[src/rtl/bit_rev_pkg.sv]
// Shared definitions for the bit-reversal permutation engine.
//   ADDR_W_DEF / DATA_W_DEF : default address / sample widths
//   state_e                 : controller state encoding
//   bit_rev()               : reference bit reversal over the low w bits
package bit_rev_pkg;

  localparam int ADDR_W_DEF = 10;
  localparam int DATA_W_DEF = 18;

  typedef enum logic [2:0] {
    ST_IDLE  = 3'd0,
    ST_SCAN  = 3'd1,
    ST_LATCH = 3'd2,
    ST_WRITE = 3'd3,
    ST_DONE  = 3'd4
  } state_e;

  function automatic logic [31:0] bit_rev(input logic [31:0] v, input int w);
    logic [31:0] r;
    r = '0;
    for (int k = 0; k < w; k++) r[w-1-k] = v[k];
    return r;
  endfunction

endpackage

[src/rtl/bit_reverse.sv]
// Combinational W-bit reverser: out_o[k] = in_i[W-1-k].
//   in_i  : index
//   out_o : bit-reversed index
module bit_reverse #(
  parameter int W = 10
) (
  input  logic [W-1:0] in_i,
  output logic [W-1:0] out_o
);

  for (genvar k = 0; k < W; k++) begin : g_bit
    assign out_o[k] = in_i[W-1-k];
  end

endmodule

[src/rtl/bit_rev_order.sv]
// In-place bit-reversal permutation of a 2^ADDR_W-word memory held in an
// external true dual-port RAM (1-cycle synchronous read). For every i with
// i < rev(i) the pair is read together on ports A/B, then written back
// swapped. tc pulses for one cycle when the pass is complete.
//   Clk           : clock
//   reset         : async active-low reset
//   start         : begin a pass (sampled only in IDLE)
//   DinA / DinB   : RAM read data, valid the cycle after the address
//   write_enableA/B, addrA/B, DoutA/B : RAM write strobes, addresses, data
//   tc            : one-cycle completion pulse
module bit_rev_order
  import bit_rev_pkg::*;
#(
  parameter int ADDR_W = ADDR_W_DEF,
  parameter int DATA_W = DATA_W_DEF
) (
  input  logic              Clk,
  input  logic              reset,
  input  logic              start,
  input  logic [DATA_W-1:0] DinA,
  input  logic [DATA_W-1:0] DinB,
  output logic              write_enableA,
  output logic              write_enableB,
  output logic [ADDR_W-1:0] addrA,
  output logic [ADDR_W-1:0] addrB,
  output logic [DATA_W-1:0] DoutA,
  output logic [DATA_W-1:0] DoutB,
  output logic              tc
);

  localparam logic [ADDR_W-1:0] LAST = '1;

  state_e            state_q, state_d;
  logic [ADDR_W-1:0] i_q, i_d;
  logic [ADDR_W-1:0] rev_d;
  logic [ADDR_W-1:0] addrA_q, addrA_d, addrB_q, addrB_d;
  logic [DATA_W-1:0] doutA_q, doutA_d, doutB_q, doutB_d;
  logic              we_q, we_d, tc_q, tc_d;

  // Reverse of the *next* index, so the address registers track the state
  // they are entering and every output stays registered.
  bit_reverse #(.W(ADDR_W)) u_rev (
    .in_i  (i_d),
    .out_o (rev_d)
  );

  // State register (outputs registered alongside)
  always_ff @(posedge Clk or negedge reset) begin
    if (!reset) begin
      state_q <= ST_IDLE;
      i_q     <= '0;
      addrA_q <= '0;
      addrB_q <= '0;
      doutA_q <= '0;
      doutB_q <= '0;
      we_q    <= 1'b0;
      tc_q    <= 1'b0;
    end else begin
      state_q <= state_d;
      i_q     <= i_d;
      addrA_q <= addrA_d;
      addrB_q <= addrB_d;
      doutA_q <= doutA_d;
      doutB_q <= doutB_d;
      we_q    <= we_d;
      tc_q    <= tc_d;
    end
  end

  // Next-state logic. In SCAN, addrB_q already holds rev(i_q).
  always_comb begin
    state_d = state_q;
    i_d     = i_q;
    unique case (state_q)
      ST_IDLE: if (start) begin
        state_d = ST_SCAN;
        i_d     = '0;
      end
      ST_SCAN: begin
        if (i_q < addrB_q)   state_d = ST_LATCH;
        else if (i_q == LAST) state_d = ST_DONE;
        else                  i_d = i_q + 1'b1;
      end
      ST_LATCH: state_d = ST_WRITE;
      ST_WRITE: begin
        if (i_q == LAST) state_d = ST_DONE;
        else begin
          state_d = ST_SCAN;
          i_d     = i_q + 1'b1;
        end
      end
      ST_DONE: state_d = ST_IDLE;
      default: state_d = ST_IDLE;
    endcase
  end

  // Output logic: values for the state being entered. Data is cross-captured
  // at the end of LATCH so WRITE puts mem[rev(i)] at i and mem[i] at rev(i).
  always_comb begin
    logic busy;
    busy    = (state_d == ST_SCAN) || (state_d == ST_LATCH) || (state_d == ST_WRITE);
    addrA_d = busy ? i_d   : '0;
    addrB_d = busy ? rev_d : '0;
    we_d    = (state_d == ST_WRITE);
    tc_d    = (state_d == ST_DONE);
    doutA_d = (state_q == ST_LATCH) ? DinB : doutA_q;
    doutB_d = (state_q == ST_LATCH) ? DinA : doutB_q;
  end

  assign write_enableA = we_q;
  assign write_enableB = we_q;
  assign addrA         = addrA_q;
  assign addrB         = addrB_q;
  assign DoutA         = doutA_q;
  assign DoutB         = doutB_q;
  assign tc            = tc_q;

endmodule

[config.mk]
export PLATFORM = sky130hd
export DESIGN_NAME = bit_rev_order
export DESIGN_NICKNAME = d
export VERILOG_FILES = /design/src/rtl/bit_rev_pkg.sv /design/src/rtl/bit_reverse.sv /design/src/rtl/bit_rev_order.sv
export SDC_FILE = /design/constraint.sdc
export NUM_CORES = 1
export LEC_CHECK = 0
export BUFFER_PORTS_ARGS = -buffer_cell sky130_fd_sc_hd__buf_2
export CAP_MARGIN = 0
export CORE_MARGIN = 2
export CORE_UTILIZATION = 40
export DETAILED_ROUTE_END_ITERATION = 8
export PLACE_DENSITY = 0.7
export SETUP_SLACK_MARGIN = 0.2
export SYNTH_ARGS = -nofsm -noshare
export SYNTH_HDL_FRONTEND = slang
export SYNTH_SLANG_ARGS = --single-unit
[constraint.sdc]
create_clock -name Clk -period 3.6 [get_ports Clk]
set_input_delay 0.54 -clock Clk [delete_from_list [all_inputs] [get_ports Clk]]
set_output_delay 0.54 -clock Clk [all_outputs]
set_load 0.005 [all_outputs]
==> results of run 1 <==
-- final cells by class --
type	instances	area [sq um]	share of cell area, %
clock inverter	7	51.3	1.46
sequential	61	1530	43.4
inverter	13	48.8	1.39
multi-input combinational	144	1140	32.4
tap	96	120	3.41
clock buffer	9	124	3.52
timing repair buffer	100	508	14.4
-- power breakdown --
group / leakage, nW / switching [mW] / internal [mW]
Clock: 0.0856 / 0.282 / 0.251
Combinational: 0.883 / 0.536 / 0.553
Sequential: 0.763 / 0.147 / 0.943
-- state kept, by name (all words and copies together), names as in the netlist --
register and cells:
state_q 3, tc 1, DoutB 18, write_enableA 1
addrB 9, addrA 1, i_q 10, DoutA 18
-- worst max-delay path: stages, from the launching register on --
cell,delay [ps]
sky130_fd_sc_hd__dfrtp_1,460
sky130_fd_sc_hd__ha_1,330
sky130_fd_sc_hd__a211oi_1,260
sky130_fd_sc_hd__nor2_1,100
sky130_fd_sc_hd__nor4_2,330
sky130_fd_sc_hd__and2_1,470
sky130_fd_sc_hd__o311ai_0,270
sky130_fd_sc_hd__a21oi_1,190
-- cells in the final DEF, fill, tap and decap left out, types with 3 or more instances in the layout --
cell type,instances
sky130_fd_sc_hd__nand2b_1,3
sky130_fd_sc_hd__or3_1,3
sky130_fd_sc_hd__nand3_1,6
sky130_fd_sc_hd__buf_4,3
sky130_fd_sc_hd__ha_1,10
sky130_fd_sc_hd__clkbuf_8,9
sky130_fd_sc_hd__o211ai_1,3
sky130_fd_sc_hd__buf_2,97
sky130_fd_sc_hd__nor3_1,4
sky130_fd_sc_hd__inv_1,13
sky130_fd_sc_hd__nand2_1,16
sky130_fd_sc_hd__mux2_2,37
sky130_fd_sc_hd__nor2_1,11
sky130_fd_sc_hd__a21o_1,3
sky130_fd_sc_hd__dfrtp_1,61
sky130_fd_sc_hd__o311ai_1,3
sky130_fd_sc_hd__a211oi_1,3
sky130_fd_sc_hd__nand4_1,6
sky130_fd_sc_hd__a21oi_1,11
sky130_fd_sc_hd__o21ai_0,3
-- synthesized netlist by cell type (4+ instances only) --
master	number	area (sq um)
sky130_fd_sc_hd__nor3_1	4	20.0
sky130_fd_sc_hd__buf_4	11	82.6
sky130_fd_sc_hd__nand4_1	6	37.5
sky130_fd_sc_hd__nor2_1	11	41.3
sky130_fd_sc_hd__mux2_2	37	417
sky130_fd_sc_hd__nand3_1	6	30.0
sky130_fd_sc_hd__nand2_1	16	60.1
sky130_fd_sc_hd__a21oi_1	11	55.1
sky130_fd_sc_hd__ha_1	10	125
sky130_fd_sc_hd__dfrtp_1	61	1530
sky130_fd_sc_hd__inv_1	13	48.8
-- cell families after synthesis --
logic type               Yosys count  share of synthesized area [%]
multiplexers                      38                           15.1
buffers and inverters             30                           5.59
adder cells (fa/ha/maj)           10                           4.44
AND/OR/NAND/NOR                   61                           11.5
flip-flops                        61                           54.1
AO/OA/AOI/OAI                     35                           9.14
-- metal layers --
metal	vias to the layer above	track usage [%]	wire, microns
met2	93	25.2	2840
met5	-	0	0
met1	1044	24.1	2920
met4	0	5.87	80
li1	1024	-	-
met3	7	6.41	513
-- metrics by stage --
step	power, mW	hold WS (ps)	setup WS, ps
after CTS	2.74	252	1160
after floorplan	1.78	244	1420
after detailed placement	2.19	490	1180
final	2.71	236	1120
after global routing	2.91	265	879
after global placement	2.17	486	1200
-- worst paths after layout --
check	to	cells past startpoint	startpoint	slack, ps
worst min-delay path	i_q[7]	1	reset	240
min in group Clk	DoutB[4]	2	DinA[4]	430
max in group asynchronous	DoutA[17]	2	reset	2660
worst min register to register	DoutB[8]	1	DoutB[8]	500
worst max-delay path	addrB[3]	7	i_q[7]	1120
worst max register to register	addrB[3]	7	i_q[7]	1120
==> impl_results.html, run 1 <==
<table>
<tr><th>Metric</th><th>Value</th></tr>
<tr><th colspan="2">Clocking</th></tr>
<tr><td>Clock tree from TritonCTS</td><td>built</td></tr>
<tr><td>Bufs on Longest Clock Path</td><td>2</td></tr>
<tr><td>Number of clock buffers inserted by TritonCTS</td><td>9</td></tr>
<tr><td>Setup Buffers After CTS</td><td>0</td></tr>
<tr><td>Clock transition time at the flip-flop clock pins of the worst setup and hold paths</td><td>around 80 ps</td></tr>
<tr><td>Clock sinks</td><td>61</td></tr>
<tr><td>Clock latency on the worst-skew pair</td><td>340 ps</td></tr>
<tr><td>H-tree depth reported by CTS</td><td>3</td></tr>
<tr><td>Number of hold-repair buffers added at the cts stage</td><td>0</td></tr>
<tr><td>Clk root buf</td><td>sky130_fd_sc_hd__clkbuf_8</td></tr>
<tr><td>Post_cts resized</td><td>0</td></tr>
<tr><th colspan="2">Timing</th></tr>
<tr><td>Final count of hold timing violations</td><td>0</td></tr>
<tr><td>Setup repair after global routing missed its margin</td><td>no</td></tr>
<tr><td>Fraction of the cycle the final worst path needs</td><td>between 60% and 70%</td></tr>
<tr><td>Final worst path period need</td><td>roughly 2500 ps</td></tr>
<tr><td>Top achievable clock speed</td><td>between 400 and 500 MHz</td></tr>
<tr><td>Transition at the pin with the smallest max-transition slack</td><td>approximately 800 ps</td></tr>
<tr><td>Final-layout setup total negative slack</td><td>0 ps</td></tr>
<tr><td>Clock skew</td><td>12.9 ps</td></tr>
<tr><td>Number of failing setup endpoints in the final timing report</td><td>0</td></tr>
<tr><td>Worst slew margin</td><td>a little under half</td></tr>
<tr><td>Final slew viol count</td><td>0</td></tr>
<tr><th colspan="2">Synthesis</th></tr>
<tr><td>Post-Synthesis Cells</td><td>about 240</td></tr>
<tr><td>Cell Area, Synth</td><td>around 0.0028 sq mm</td></tr>
<tr><td>Synth warn</td><td>0</td></tr>
<tr><td>Number of flops mapped to enable cells by yosys</td><td>0</td></tr>
<tr><td>Synthesized flop and latch total</td><td>61</td></tr>
<tr><td>Dominant register cell in the synthesized netlist</td><td>sky130_fd_sc_hd__dfrtp_1</td></tr>
<tr><td>Net count after synthesis</td><td>between 200 and 300</td></tr>
<tr><td>Fraction of the yosys area taken by sequential cells</td><td>between 50% and 60%</td></tr>
<tr><td>Mean instance size in the synthesized netlist</td><td>~12 sq um</td></tr>
<tr><td>Share of flip-flops with an asynchronous set or reset after synthesis</td><td>100%</td></tr>
<tr><td>Number of distinct library cell variants in the gate-level netlist after synthesis</td><td>42</td></tr>
<tr><th colspan="2">Placed design</th></tr>
<tr><td>Detailed-placement wirelength estimate</td><td>4.67 mm</td></tr>
<tr><td># port buffers</td><td>slightly below 100</td></tr>
<tr><td>GP Congestion</td><td>approximately 0.93</td></tr>
<tr><td>Count of placed standard cells including taps</td><td>414</td></tr>
<tr><td>Area after DPL</td><td>between 0.003 and 0.004 sq mm</td></tr>
<tr><th colspan="2">GRT</th></tr>
<tr><td>Total overflow reported by the global router</td><td>0</td></tr>
<tr><td>Global Route Usage Sum</td><td>roughly 17%</td></tr>
<tr><td>First-pass GRT wire length</td><td>just over 10 mm</td></tr>
<tr><td>Via count of the first global-routing pass</td><td>2110</td></tr>
<tr><td>Number of antenna violations at the first check in global routing</td><td>0</td></tr>
<tr><td>Pin count of the biggest net entering global routing</td><td>36</td></tr>
<tr><th colspan="2">Final layout</th></tr>
<tr><td>NumNets Final</td><td>about 380</td></tr>
<tr><td>Final Core Density</td><td>51.8%</td></tr>
<tr><td>Number of diodes</td><td>0</td></tr>
<tr><td>Final design instance area without fill</td><td>between 0.003 and 0.004 sq mm</td></tr>
<tr><td>Non-filler instance count after layout</td><td>430</td></tr>
<tr><td>Post-synthesis to final-layout area growth</td><td>24.8%</td></tr>
<tr><td>Share of final-layout standard cells stronger than drive strength 1</td><td>just under 50%</td></tr>
<tr><td>Number of fill cells in the layout</td><td>approximately 600</td></tr>
<tr><th colspan="2">Job</th></tr>
<tr><td>Count of maximum capacitance violations</td><td>0</td></tr>
<tr><th colspan="2">Floorplan</th></tr>
<tr><td>Number of cell rows</td><td>30</td></tr>
<tr><td>Starting density of the core</td><td>between 40% and 50%</td></tr>
<tr><td>Top-Level Pins</td><td>slightly below 100</td></tr>
<tr><td>Die footprint</td><td>slightly below 0.008 sq mm</td></tr>
<tr><td>Horizontal die dimension</td><td>between 80 and 90 microns</td></tr>
<tr><td>Total core area</td><td>between 0.006 and 0.007 sq mm</td></tr>
<tr><td>Vertical die dimension</td><td>between 80 and 90 microns</td></tr>
<tr><th colspan="2">Power</th></tr>
<tr><td>Worst VDD drop</td><td>around 0.00045 V</td></tr>
<tr><td>Leakage</td><td>around 1.7 nW</td></tr>
<tr><td>Pwr dens</td><td>between 700 and 800 mW/mm^2</td></tr>
<tr><th colspan="2">Route</th></tr>
<tr><td>Routed WL per cell</td><td>approximately 15 microns</td></tr>
<tr><td>Post-detailed-route via-to-cell ratio</td><td>between 5 and 6</td></tr>
<tr><td>Post-route ant nets</td><td>0</td></tr>
<tr><td>Via count of the routed design</td><td>~2.2k</td></tr>
<tr><td>Final Routed Wirelength</td><td>between 6 and 7 mm</td></tr>
<tr><td>Remaining DRCs</td><td>0</td></tr>
<tr><td>Detailed-routing iteration count for the pre-antenna-repair pass</td><td>4</td></tr>
<tr><td>Number of design-rule violations left by the first detailed-router iteration</td><td>about 150</td></tr>
<tr><th colspan="2">Status</th></tr>
<tr><td>Status</td><td>completed</td></tr>
<tr><th colspan="2">Critical path</th></tr>
<tr><td>Startpoint Class</td><td>register</td></tr>
<tr><td>Required time of the worst setup path</td><td>between 3000 and 4000 ps</td></tr>
<tr><td>Worst Setup End Kind</td><td>register</td></tr>
<tr><td>Maximum fanout along the worst path</td><td>10</td></tr>
<tr><td>Kind of critical path</td><td>reg -&gt; reg</td></tr>
<tr><td>Data arrival time of the critical path</td><td>2740 ps</td></tr>
<tr><th colspan="2">Hold path</th></tr>
<tr><td>Class of the most critical hold timing path</td><td>in -&gt; async</td></tr>
</table>
(Power assumes the default switching activity.)
==> run 2: changes to the inputs <==
clock period = 2.4 ns   (was 3.6 ns; I/O delays follow)
==> run 2 against run 1 <==
Compared with the run above:
- sequential power rose by 50%
- combinational power rose by 91%
- register-to-register slack got worse by 960 ps
- cell area rose by 13%
- clock power rose by 91%
- hold slack got worse by 230 ps
- critical path type unchanged
- highest routed layer unchanged
==> impl_results.html, run 2 (synthesized netlist as in run 1, its figures left out) <==
<table>
<tr><th>Metric</th><th>Value</th></tr>
<tr><th colspan="2">Clocking</th></tr>
<tr><td>Clock latency on the worst-skew pair</td><td>340 ps (about the same)</td></tr>
<tr><td>Bufs on Longest Clock Path</td><td>2 (unchanged)</td></tr>
<tr><td>Clock transition time at the flip-flop clock pins of the worst setup and hold paths</td><td>70 ps (about the same)</td></tr>
<tr><td>Clk root buf</td><td>sky130_fd_sc_hd__clkbuf_8</td></tr>
<tr><td>Number of clock buffers inserted by TritonCTS</td><td>9 (unchanged)</td></tr>
<tr><td>Clock sinks</td><td>61 (unchanged)</td></tr>
<tr><td>Number of hold-repair buffers added at the cts stage</td><td>0 (unchanged)</td></tr>
<tr><td>Clock tree from TritonCTS</td><td>built</td></tr>
<tr><td>H-tree depth reported by CTS</td><td>3 (unchanged)</td></tr>
<tr><th colspan="2">GRT</th></tr>
<tr><td>Most crowded layer after global routing</td><td>met2</td></tr>
<tr><td>Met3 GRT Util</td><td>6.22% (-0.19 points)</td></tr>
<tr><td>Via count of the first global-routing pass</td><td>2284 (+8.2%)</td></tr>
<tr><td>Number of antenna violations at the first check in global routing</td><td>0 (unchanged)</td></tr>
<tr><td>Global Route met2 Usage</td><td>26.5% (+1.3 points)</td></tr>
<tr><td>Total overflow reported by the global router</td><td>0 (unchanged)</td></tr>
<tr><td>Met1 track demand over resource</td><td>24.0% (-0.077 points)</td></tr>
<tr><td>Pin count of the biggest net entering global routing</td><td>40 (+11%)</td></tr>
<tr><td>Global Route Usage Sum</td><td>18.1% (+0.74 points)</td></tr>
<tr><td>First-pass GRT wire length</td><td>10.7 mm (+4.7%)</td></tr>
<tr><th colspan="2">Floorplan</th></tr>
<tr><td>Die footprint</td><td>0.00774 sq mm (unchanged)</td></tr>
<tr><td>Starting density of the core</td><td>41.5% (unchanged)</td></tr>
<tr><td>Number of cell rows</td><td>30 (unchanged)</td></tr>
<tr><td>Vertical die dimension</td><td>88.0 microns (unchanged)</td></tr>
<tr><td>Top-Level Pins</td><td>98 (unchanged)</td></tr>
<tr><td>Total core area</td><td>0.00679 sq mm (unchanged)</td></tr>
<tr><td>Horizontal die dimension</td><td>88.0 microns (unchanged)</td></tr>
<tr><th colspan="2">Critical path</th></tr>
<tr><td>Reg-to-reg startpoint</td><td>i_q[7]</td></tr>
<tr><td>Register-to-register path setup slack</td><td>160 ps (-960 ps)</td></tr>
<tr><td>Kind of critical path</td><td>reg -&gt; reg</td></tr>
<tr><td>Worst Setup End Kind</td><td>register</td></tr>
<tr><td>Maximum fanout along the worst path</td><td>6 (-4)</td></tr>
<tr><td>Data arrival time of the critical path</td><td>2500 ps (-240 ps)</td></tr>
<tr><td>Required time of the worst setup path</td><td>2660 ps (-1200 ps)</td></tr>
<tr><td>RR Endpoint</td><td>addrB[5]</td></tr>
<tr><td>Startpoint Class</td><td>register</td></tr>
<tr><td>Worst R2R Path Depth</td><td>6 (-1)</td></tr>
<tr><th colspan="2">Route</th></tr>
<tr><td>Number of design-rule violations left by the first detailed-router iteration</td><td>133 (-13%)</td></tr>
<tr><td>Detailed-routing iteration count for the pre-antenna-repair pass</td><td>5 (+1)</td></tr>
<tr><td>Via count of the routed design</td><td>2280 (+5.2%)</td></tr>
<tr><td>Post-route ant nets</td><td>0 (unchanged)</td></tr>
<tr><td>Routed WL per cell</td><td>14.7 microns (-0.96%)</td></tr>
<tr><td>Final Routed Wirelength</td><td>6.73 mm (+5.7%)</td></tr>
<tr><td>Post-detailed-route via-to-cell ratio</td><td>4.97 (-1.5%)</td></tr>
<tr><td>Remaining DRCs</td><td>0 (unchanged)</td></tr>
<tr><th colspan="2">Placed design</th></tr>
<tr><td>Post-placement worst setup slack</td><td>98.5 ps (-1080 ps)</td></tr>
<tr><td>Count of placed standard cells including taps</td><td>424 (+2.4%)</td></tr>
<tr><td>Detailed-placement wirelength estimate</td><td>4.76 mm (+2.0%)</td></tr>
<tr><td>GP Congestion</td><td>0.837 (-10%)</td></tr>
<tr><td># port buffers</td><td>97 (unchanged)</td></tr>
<tr><th colspan="2">Final layout</th></tr>
<tr><td>Number of diodes</td><td>0 (unchanged)</td></tr>
<tr><td>NumNets Final</td><td>407 (+7.7%)</td></tr>
<tr><td>Commonest cells after routing, fill and taps aside</td><td>97 x sky130_fd_sc_hd__buf_2, 61 x sky130_fd_sc_hd__dfrtp_1, 37 x sky130_fd_sc_hd__mux2_2</td></tr>
<tr><td>Post-synthesis to final-layout area growth</td><td>41.4%</td></tr>
<tr><td>Number of fill cells in the layout</td><td>575 (-3.8%)</td></tr>
<tr><td>Share of final-layout standard cells stronger than drive strength 1</td><td>59.5% (+11 points)</td></tr>
<tr><td>Leading cell type in the layout, fill and taps excluded</td><td>sky130_fd_sc_hd__buf_2</td></tr>
<tr><td>Non-filler instance count after layout</td><td>459 (+6.7%)</td></tr>
<tr><th colspan="2">Timing</th></tr>
<tr><td>Transition at the pin with the smallest max-transition slack</td><td>543 ps (-252 ps)</td></tr>
<tr><td>Fraction of the cycle the final worst path needs</td><td>93.4% (+24 points)</td></tr>
<tr><td>Top achievable clock speed</td><td>446 MHz (+11%)</td></tr>
<tr><td>Setup repair after global routing missed its margin</td><td>yes</td></tr>
<tr><td>Final worst path period need</td><td>2240 ps (-242 ps)</td></tr>
<tr><td>Clock skew</td><td>9.04 ps (-3.89 ps)</td></tr>
<tr><td>Number of failing setup endpoints in the final timing report</td><td>0 (unchanged)</td></tr>
<tr><td>Final slew viol count</td><td>0 (unchanged)</td></tr>
<tr><td>Final worst slack</td><td>159 ps (-958 ps)</td></tr>
<tr><td>Final count of hold timing violations</td><td>0 (unchanged)</td></tr>
<tr><td>Post-Route Hold Slack</td><td>4.92 ps (-231 ps)</td></tr>
<tr><td>Final-layout setup total negative slack</td><td>0 ps (unchanged)</td></tr>
<tr><td>Worst slew margin</td><td>63.8% (+17 points)</td></tr>
<tr><th colspan="2">Power</th></tr>
<tr><td>Leakage</td><td>1.94 nW (+12%)</td></tr>
<tr><td>Worst VDD drop</td><td>0.000662 V (+48%)</td></tr>
<tr><td>Pwr dens</td><td>1190 mW/mm^2 (+54%)</td></tr>
<tr><th colspan="2">Hold path</th></tr>
<tr><td>Class of the most critical hold timing path</td><td>in -&gt; async</td></tr>
<tr><th colspan="2">Job</th></tr>
<tr><td>Count of maximum capacitance violations</td><td>0 (unchanged)</td></tr>
<tr><th colspan="2">Status</th></tr>
<tr><td>Status</td><td>completed</td></tr>
</table>
-- run 2: cell count changes in the layout (fill, tap and decap cells not counted), sizes merged --
cell	delta
buf	+29
bufinv	+2
clkinvlp	-2
-- run 2: power by group --
part | switching (mW) | total, mW | internal, mW
sequential | 0.216 | 1.63 | 1.42
clock | 0.427 | 1.02 | 0.591
combinational | 0.958 | 2.08 | 1.12
-- run 2: worst max-delay path by stage --
stage,startpoint,endpoint,slack [ps],depth (start not counted)
2_1_floorplan,i_q[4],addrB[1],220,7
3_3_place_gp,addrB[4],addrB[5],140,7
3_5_place_dp,addrB[7],addrA[0],100,8
4_1_cts,i_q[4],addrB[5],190,6
5_1_grt,addrB[7],addrB[5],80,7
6_report,i_q[7],addrB[5],160,6
-- run 2: final cells by class --
class,instances,area (sq um),share of cell area (%)
well taps,96,120,3.01
multi-input cells,144,1310,32.8
flip-flops and latches,61,1530,38.3
repair buffers,129,762,19.1
clock buffers,9,124,3.11
inverters,13,48.8,1.22
clock inverters,7,98.8,2.48
-- run 2: what timing repair did --
| action | CTS | global route |
|---|---|---|
| endpoints found under the setup margin | 18 | 20 |
| gates resized for setup | 11 | 23 |
| hold endpoints to repair | 0 | 0 |
| setup buffers | 14 | 5 |
| pin swaps | 5 | 12 |
-- run 2: through the flow --
step | utilization [%] | power (mW) | cell area (sq um)
5_1_grt | 58.7 | 5.02 | 3990
6_report | 58.7 | 4.73 | 3990
2_1_floorplan | - | 2.67 | 2820
3_5_place_dp | 50.7 | 3.36 | 3440
3_3_place_gp | 50.7 | 3.33 | 3440
4_1_cts | 56.4 | 4.57 | 3830
-- run 2: metal layers --
metal,wire length [microns],vias to the layer above,part of all wire (%)
li1,-,1084,-
met1,2960,1090,44
met2,3150,102,47
met3,555,4,8.3
met4,58,0,0.86
met5,0,-,0
-- run 2: critical path, cell delays in order, from the launching register on --
cell	delay, ps
sky130_fd_sc_hd__dfrtp_1	410
sky130_fd_sc_hd__ha_4	280
sky130_fd_sc_hd__nand4_1	140
sky130_fd_sc_hd__or3_4	440
sky130_fd_sc_hd__a21o_4	240
sky130_fd_sc_hd__or4b_4	520
sky130_fd_sc_hd__a21oi_2	140
